`src/rtl/rca_result_acc.sv`:
```
// Accumulates OP_COUNT adder results ({cout,sum}) per run and presents the total with a sticky overflow flag.
// Optional macro RCA_ACC_SAT_EN: saturate the accumulator at 2^ACC_W-1 instead of wrapping.
module rca_result_acc #(
    parameter int OP_COUNT = 4,
    parameter int ACC_W    = 6
) (
    input  logic             clk,
    input  logic             rst_n,
    input  logic             start,
    input  logic             clear,
    input  logic             in_valid,
    input  logic [2:0]       sum,
    input  logic             cout,
    output logic             in_ready,
    output logic             out_valid,
    input  logic             out_ready,
    output logic [ACC_W-1:0] out_acc,
    output logic             out_ovf,
    output logic             busy
);

    typedef enum logic [1:0] {
        IDLE  = 2'b00,
        ACCUM = 2'b01,
        DONE  = 2'b10
    } state_t;

    localparam logic [3:0] LAST_CNT = 4'(OP_COUNT);

    state_t           state_r;
    state_t           state_nx_s;
    logic [ACC_W-1:0] acc_r;
    logic [ACC_W-1:0] acc_nx_s;
    logic [3:0]       cnt_r;
    logic [3:0]       cnt_nx_s;
    logic             ovf_r;
    logic             ovf_nx_s;
    logic             in_ready_r;
    logic             out_valid_r;
    logic             busy_r;
    logic             xfer_s;
    logic [ACC_W:0]   operand_s;
    logic [ACC_W:0]   sum_s;
    logic [ACC_W-1:0] acc_add_s;

    assign operand_s = {{(ACC_W-3){1'b0}}, cout, sum};
    assign sum_s     = {1'b0, acc_r} + operand_s;
    // in_ready_r mirrors state_r == ACCUM, so it doubles as the transfer qualifier.
    assign xfer_s    = in_valid & in_ready_r;

    // Wrapped or saturated result of the current addition.
    always_comb begin
`ifdef RCA_ACC_SAT_EN
        if (sum_s[ACC_W]) begin
            acc_add_s = {ACC_W{1'b1}};
        end else begin
            acc_add_s = sum_s[ACC_W-1:0];
        end
`else
        acc_add_s = sum_s[ACC_W-1:0];
`endif
    end

    // Next-state and datapath update; clear overrides everything else.
    always_comb begin
        state_nx_s = state_r;
        acc_nx_s   = acc_r;
        cnt_nx_s   = cnt_r;
        ovf_nx_s   = ovf_r;
        if (clear) begin
            state_nx_s = IDLE;
            acc_nx_s   = {ACC_W{1'b0}};
            cnt_nx_s   = 4'd0;
            ovf_nx_s   = 1'b0;
        end else begin
            case (state_r)
                IDLE: begin
                    if (start) begin
                        state_nx_s = ACCUM;
                        acc_nx_s   = {ACC_W{1'b0}};
                        cnt_nx_s   = 4'd0;
                        ovf_nx_s   = 1'b0;
                    end else begin
                        state_nx_s = IDLE;
                    end
                end
                ACCUM: begin
                    if (xfer_s) begin
                        acc_nx_s = acc_add_s;
                        cnt_nx_s = cnt_r + 4'd1;
                        if (sum_s[ACC_W]) begin
                            ovf_nx_s = 1'b1;
                        end else begin
                            ovf_nx_s = ovf_r;
                        end
                        if (cnt_nx_s == LAST_CNT) begin
                            state_nx_s = DONE;
                        end else begin
                            state_nx_s = ACCUM;
                        end
                    end else begin
                        state_nx_s = ACCUM;
                    end
                end
                DONE: begin
                    if (out_ready) begin
                        state_nx_s = IDLE;
                    end else begin
                        state_nx_s = DONE;
                    end
                end
                default: begin
                    state_nx_s = IDLE;
                    acc_nx_s   = {ACC_W{1'b0}};
                    cnt_nx_s   = 4'd0;
                    ovf_nx_s   = 1'b0;
                end
            endcase
        end
    end

    // State, datapath and registered status outputs.
    always_ff @(posedge clk or negedge rst_n) begin
        if (!rst_n) begin
            state_r     <= IDLE;
            acc_r       <= {ACC_W{1'b0}};
            cnt_r       <= 4'd0;
            ovf_r       <= 1'b0;
            in_ready_r  <= 1'b0;
            out_valid_r <= 1'b0;
            busy_r      <= 1'b0;
        end else begin
            state_r     <= state_nx_s;
            acc_r       <= acc_nx_s;
            cnt_r       <= cnt_nx_s;
            ovf_r       <= ovf_nx_s;
            in_ready_r  <= (state_nx_s == ACCUM);
            out_valid_r <= (state_nx_s == DONE);
            busy_r      <= (state_nx_s == ACCUM) || (state_nx_s == DONE);
        end
    end

    assign in_ready  = in_ready_r;
    assign out_valid = out_valid_r;
    assign busy      = busy_r;
    assign out_acc   = acc_r;
    assign out_ovf   = ovf_r;

endmodule

```
`config.mk`:
```
export PLATFORM = sky130hd
export DESIGN_NAME = rca_result_acc
export DESIGN_NICKNAME = d
export VERILOG_FILES = /design/src/rtl/rca_result_acc.sv
export SDC_FILE = /design/constraint.sdc
export NUM_CORES = 1
export LEC_CHECK = 0
export BUFFER_PORTS_ARGS = -buffer_cell sky130_fd_sc_hd__buf_4
export CAP_MARGIN = 10
export CORE_AREA = 2 2 45 47
export CTS_BUF_LIST = sky130_fd_sc_hd__clkbuf_16
export DETAILED_ROUTE_END_ITERATION = 16
export DIE_AREA = 0 0 47 49
export PLACE_DENSITY = 0.86
export SYNTH_ARGS = -nofsm -noshare
export SYNTH_HDL_FRONTEND = slang
export SYNTH_SLANG_ARGS = --single-unit
```
`constraint.sdc`:
```
create_clock -name clk -period 2.1 [get_ports clk]
set_input_delay 0.105 -clock clk [delete_from_list [all_inputs] [get_ports clk]]
set_output_delay 0.105 -clock clk [all_outputs]
set_load 0.05 [all_outputs]
```
==> metrics, run 1 <==
unique cell type count in the Yosys netlist 32; DRT Wirelength 1790 um; initial antenna violation count 0; wire length per cell 13.3 um; Max-cap violations 0; net count reported at finish 128; slowest stage delay, CP 0.40 ns; flops & latches, synth 16; CORE AREA roughly 1800 um^2; Critical R2R Capture out_acc[4]$_DFFE_PN0P_; critical-path cell list ha_1, inv_1, fa_1, nor2b_1, o21ai_0, a2bb2oi_1, mux2i_1; R2R Setup Slk 0.36 ns; final slew viol count 0; Inserted Clock Buffers 3; clk slew on worst S/H paths approximately 0.050 ns; PostCTS Resize Cnt 0; CP Buf/Inv Count 1; vias in the first global route 726; Worst Tran Pin Value ~0.52 ns; layout cell share with drive strength beyond 1 0.241; Slew HR 0.654; Mapped Cells 87; Syn-to-layout area delta 26.8%; port bufs 19; Post-Syn Area per Cell 10.5 um^2; status finished, final reports clean; DIE AREA 2300 um^2; period utilization 0.827; sequential fraction of the synthesis area 0.437; min Tclk post-route 1.74 ns; WHS Path Cells 2; Post-DP HPWL 1360 um; Die H 49 um; Initial Util 0.497; P_sw around 170 uW; delay-heaviest family, CP adder cells; DRC viols 0; Mapped Area a little over 900 um^2; hold path endpoint state_r[1]$_DFF_PN0_; crit end category register; Worst Hold Launch clear; worst skew pair latency 0.25 ns; Final WS setup 0.364 ns; crit path DAT 1.90 ns; row count 16; power per cell area 669 nW/um^2; pre-CTS WS 0.375 ns; commonest non-fill, non-tap cells in the layout 19 x buf_4, 16 x dfrtp_1, 7 x nor2_1, 7 x ha_1; hold slack roughly 0.096 ns; Worst path slowest cell fa_1; H-tree depth 1; Clock Tree Buf Depth 2; Clock power frac 0.471; Initial DRC Count 10; LEAKAGE ~0.57 nW; CTS tree built; RR Startpoint out_acc[0]$_DFFE_PN0P_; worst vdd ir 0.451 mV; RSZ-0062 raised after global routing false; worst setup path class reg2reg; switch share 0.225; Setup Skew 0.00108 ns; FF-to-FF path depth 7; Root Buffer clkbuf_16; commonest non-fill, non-tap cell in the layout buf_4; via count 719; final hold violation count 0; crit path max fanout 3; GPL Wtd Cong 0.842; Flop pwr share 0.414; Sink Count 16; Setup TNS 0 ns; Mapped Nets 105; Yosys Warn Count 0; Chip Width 47 um; endpoints failing setup 0; global-route wire length before repair between 3000 and 4000 um; antenna-violating nets left 0; Gate power share 0.115; Global Route Usage Sum 0.189; # diodes 0; Critical Path Source Type register; max frequency 576 MHz; largest net degree at the start of global routing 17; gr ovfl total 0; First-pass DRT Iterations 4; Worst EP required 2.27 ns; worst hold path class in2reg; vias per cell between 5 and 6; internal power 602 uW; num ports 20
## sequential cells by signal, indices dropped and copies added, names as in the netlist
signal	flops
out_valid	1
state_r	2
in_ready	1
cnt_r	4
busy	1
out_ovf	1
out_acc	6
## worst max-delay path by stage
| stage | start | endpoint | slack [ns] | cells after the start |
|---|---|---|---|---|
| floorplan | out_acc[0]$_DFFE_PN0P_ | out_acc[4]$_DFFE_PN0P_ | 0.13 | 7 |
| global placement | out_acc[0]$_DFFE_PN0P_ | out_acc[4]$_DFFE_PN0P_ | 0.46 | 7 |
| detailed placement | out_acc[0]$_DFFE_PN0P_ | out_acc[4]$_DFFE_PN0P_ | 0.38 | 7 |
| CTS | out_acc[0]$_DFFE_PN0P_ | out_acc[4]$_DFFE_PN0P_ | 0.36 | 7 |
| global route | out_acc[0]$_DFFE_PN0P_ | out_acc[4]$_DFFE_PN0P_ | 0.24 | 7 |
| finish | out_acc[0]$_DFFE_PN0P_ | out_acc[4]$_DFFE_PN0P_ | 0.36 | 7 |
## cell type report
| type | count | area [um^2] |
|---|---|---|
| clock buffer | 3 | 75.1 |
| fill | 167 | 681 |
| inverter | 6 | 22.5 |
| multi-input combinational | 63 | 477 |
| sequential | 16 | 400 |
| tap | 27 | 33.8 |
| timing repair buffer | 20 | 153 |
## what timing repair did
action	CTS	global route
endpoints found under the hold margin	16	0
hold buffers	1	0
buffers inserted	0	0
## worst register-to-register path: stages (launching register included)
cell and delay (ns):
dfrtp_1 0.36, ha_1 0.20, inv_1 0.07, fa_1 0.40, nor2b_1 0.12, o21ai_0 0.10
a2bb2oi_1 0.20, mux2i_1 0.21
## metrics by stage
step | utilization | power [mW] | std cells | area, um^2
finish | 0.630 | 0.777 | 135 | 1160
global route | 0.630 | 0.808 | 135 | 1160
CTS | 0.630 | 0.782 | 135 | 1160
detailed placement | 0.584 | 0.415 | 131 | 1080
global placement | 0.584 | 0.412 | 131 | 1080
floorplan | - | 0.382 | 87 | 916
## Yosys cell counts
| master | count | share of area |
|---|---|---|
| dfrtp_1 | 16 | 0.44 |
| ha_1 | 7 | 0.096 |
| nor2_1 | 7 | 0.029 |
| a22o_1 | 6 | 0.057 |
| inv_1 | 6 | 0.025 |
| a21oi_1 | 4 | 0.022 |
| nand2_1 | 4 | 0.016 |
| nor2b_1 | 3 | 0.020 |
| o21ai_0 | 3 | 0.016 |
| xnor2_1 | 3 | 0.029 |
| a211oi_1 | 2 | 0.016 |
| a2bb2oi_1 | 2 | 0.019 |
| and2_1 | 2 | 0.014 |
| nand3_1 | 2 | 0.011 |
| nor3b_1 | 2 | 0.016 |
| or2_2 | 2 | 0.014 |
| a211o_1 | 1 | 0.0096 |
| a21o_1 | 1 | 0.0082 |
| a32o_1 | 1 | 0.011 |
| buf_2 | 1 | 0.0055 |
| buf_6 | 1 | 0.012 |
| fa_1 | 1 | 0.022 |
| mux2_2 | 1 | 0.012 |
| mux2i_1 | 1 | 0.011 |
| nand2b_1 | 1 | 0.0068 |
| nor3_1 | 1 | 0.0055 |
| o21a_1 | 1 | 0.0082 |
| o21bai_1 | 1 | 0.0082 |
| o221ai_2 | 1 | 0.016 |
| or3_1 | 1 | 0.0068 |
| or3b_1 | 1 | 0.0096 |
| xor2_1 | 1 | 0.0096 |
## layer usage
| layer | vias to the layer above | routed length, um | GRT usage | share of wire |
|---|---|---|---|---|
| met5 | - | 0 | 0 | 0 |
| met4 | 0 | 33 | 0.0972 | 0.018 |
| met3 | 3 | 113 | 0.0407 | 0.063 |
| met2 | 27 | 857 | 0.283 | 0.48 |
| met1 | 339 | 784 | 0.251 | 0.44 |
| li1 | 350 | - | - | - |
## power groups by stage
stage / sequential, mW / combinational (mW) / clock (mW)
detailed placement: 0.326 / 0.0889 / 0
finish: 0.321 / 0.0894 / 0.366
floorplan: 0.338 / 0.0442 / 0
CTS: 0.321 / 0.0909 / 0.370
global placement: 0.326 / 0.0861 / 0
global route: 0.322 / 0.0992 / 0.387
## cell families after synthesis
| family | Yosys count | synth area share |
|---|---|---|
| XOR/XNOR | 4 | 0.0383 |
| AND/OR/NAND/NOR | 26 | 0.149 |
| flip-flops | 16 | 0.437 |
| adder cells (fa/ha/maj) | 8 | 0.117 |
| buffers and inverters | 8 | 0.0423 |
| AO/OA/AOI/OAI | 23 | 0.193 |
| multiplexers | 2 | 0.0232 |
No activity file was read; power rests on OpenSTA's default activity.
==> inputs of run 2 (changes only) <==
==> constraint.sdc (replaced) <==
create_clock -name clk -period 1.65 [get_ports clk]
set_input_delay 0.0825 -clock clk [delete_from_list [all_inputs] [get_ports clk]]
set_output_delay 0.0825 -clock clk [all_outputs]
set_load 0.05 [all_outputs]
==> run 2 against run 1 <==
Combinational power grew 38%. First-iteration DRC count is 140% higher. Register-to-register slack worse by 0.27 ns. Hold slack worse by 0.0047 ns. Highest routed layer unchanged. Largest power group unchanged. Die area is the same. Sequential power is 28% higher.
==> metrics, run 2 (synthesis results as in run 1) <==
status finished, final reports clean; net count reported at finish 129 (+0.78%); Initial Util 0.497 (unchanged); Die H 49 um (unchanged); commonest non-fill, non-tap cells in the layout 20 x buf_4, 12 x dfrtp_1, 6 x inv_1, 6 x nor2_1, 6 x a22o_1; period utilization 0.941 (+0.115); Slew HR 0.731 (+0.0772); num ports 20 (unchanged); antenna-violating nets left 0 (unchanged); final core occ 0.666 (+0.0360); critical-path cell list or3b_1, o221ai_2, nor2_1, a32o_1; First-pass DRT Iterations 4 (unchanged); RSZ-0062 raised after global routing false; Worst EP required 1.78 ns (-0.49 ns); H-tree depth 1 (unchanged); CORE AREA 1840 um^2 (unchanged); LEAKAGE 0.577 nW (+1.1%); Syn-to-layout area delta 34.0%; final hold violation count 0 (unchanged); # diodes 0 (unchanged); crit end category register; max frequency 644 MHz (+12%); Inserted Clock Buffers 3 (unchanged); CTS tree built; crit path DAT 1.68 ns (-0.22 ns); Sink Count 16 (unchanged); via count 731 (+1.7%); power per cell area 816 nW/um^2 (+22%); min Tclk post-route 1.55 ns (-0.183 ns); row count 16 (unchanged); largest net degree at the start of global routing 17 (unchanged); Critical Path Source Type register; Initial DRC Count 24 (+14); vias per cell 5.34 (+0.18%); wire length per cell 14.2 um (+7.5%); slowest stage delay, CP 0.48 ns (+0.08 ns); global-route wire length before repair 3100 um (-0.86%); vias in the first global route 733 (+0.96%); final slew viol count 0 (unchanged); commonest non-fill, non-tap cell in the layout buf_4; crit path max fanout 10 (+7); Global Route Usage Sum 0.192 (+0.00249); Final WS setup 0.0968 ns (-0.267 ns); Worst path slowest cell dfrtp_1; Worst Tran Pin Value 0.401 ns (-0.116 ns); GPL Wtd Cong 0.823 (-2.2%); endpoints failing setup 0 (unchanged); worst setup path class reg2reg; max reg flops 6 (unchanged); worst vdd ir 0.638 mV (+41%); port bufs 19 (unchanged); clk slew on worst S/H paths 0.05 ns (about the same); Max-cap violations 0 (unchanged); Post-DP HPWL 1440 um (+6.4%); pre-CTS WS 0.0344 ns (-0.341 ns); initial antenna violation count 0 (unchanged); DRT Wirelength 1950 um (+9.1%); Clock Tree Buf Depth 2 (unchanged); Chip Width 47 um (unchanged); Post-DP Area 1100 um^2 (+2.6%); final instance area 1230 um^2 (+5.7%); CP Buf/Inv Count 0 (-1); worst hold path class in2reg; DRC viols 0 (unchanged); layout cell share with drive strength beyond 1 0.364 (+0.123); Root Buffer clkbuf_16; Setup TNS 0 ns (unchanged); delay-heaviest family, CP flip-flops; gr ovfl total 0 (unchanged); hold slack 0.0910 ns (-0.00474 ns); Setup Skew 0.00370 ns (+0.00261 ns); worst skew pair latency 0.25 ns (about the same); DIE AREA 2300 um^2 (unchanged)
-- run 2: layout make-up --
cell class	instances	area (um^2)
fill	150	614
multi-input combinational	63	527
sequential	16	405
timing repair buffer	21	160
clock buffer	3	75.1
tap	27	33.8
inverter	6	22.5
clock inverter	1	3.75
-- run 2: worst paths after layout --
kind,depth (start not counted),startpoint,slack [ns],to
worst max-delay path,4,state_r[0]$_DFF_PN0_,0.1,out_ovf$_DFFE_PN0P_
worst min-delay path,2,clear,0.09,state_r[1]$_DFF_PN0_
worst max register to register,4,state_r[0]$_DFF_PN0_,0.1,out_ovf$_DFFE_PN0P_
worst min register to register,1,out_ovf$_DFFE_PN0P_,0.50,out_ovf$_DFFE_PN0P_
max in group asynchronous,2,rst_n,1.22,out_acc[2]$_DFFE_PN0P_
min in group asynchronous,2,rst_n,0.23,state_r[1]$_DFF_PN0_
-- run 2: what timing repair did --
action,CTS,global route
endpoints found under the hold margin,16,0
setup endpoints to repair,0,4
setup buffers,0,0
hold buffers,1,0
resized for setup,0,8
-- run 2: layer usage --
layer	wire length (um)	track usage	part of all wire	up-vias
met3	96	0.0444	0.049	5
li1	-	-	-	353
met5	0	0	0	-
met1	803	0.227	0.41	354
met4	40	0.0972	0.021	0
met2	1010	0.311	0.52	19
-- run 2: metrics by stage --
stage | total power [mW] | instances
2_1_floorplan | 0.487 | 87
3_3_place_gp | 0.527 | 132
3_5_place_dp | 0.532 | 132
4_1_cts | 1.00 | 137
5_1_grt | 1.06 | 137
6_report | 1.00 | 137
-- run 2: power by group --
part	internal, mW	switching (mW)
registers	0.401	0.00917
clock network	0.321	0.147
logic	0.0528	0.0698
total	0.775	0.226
-- run 2: worst register-to-register path, cell delays in order (launching register included) --
cell and delay [ns]:
dfrtp_1 0.48, or3b_1 0.41, o221ai_2 0.22, nor2_1 0.07, a32o_1 0.26
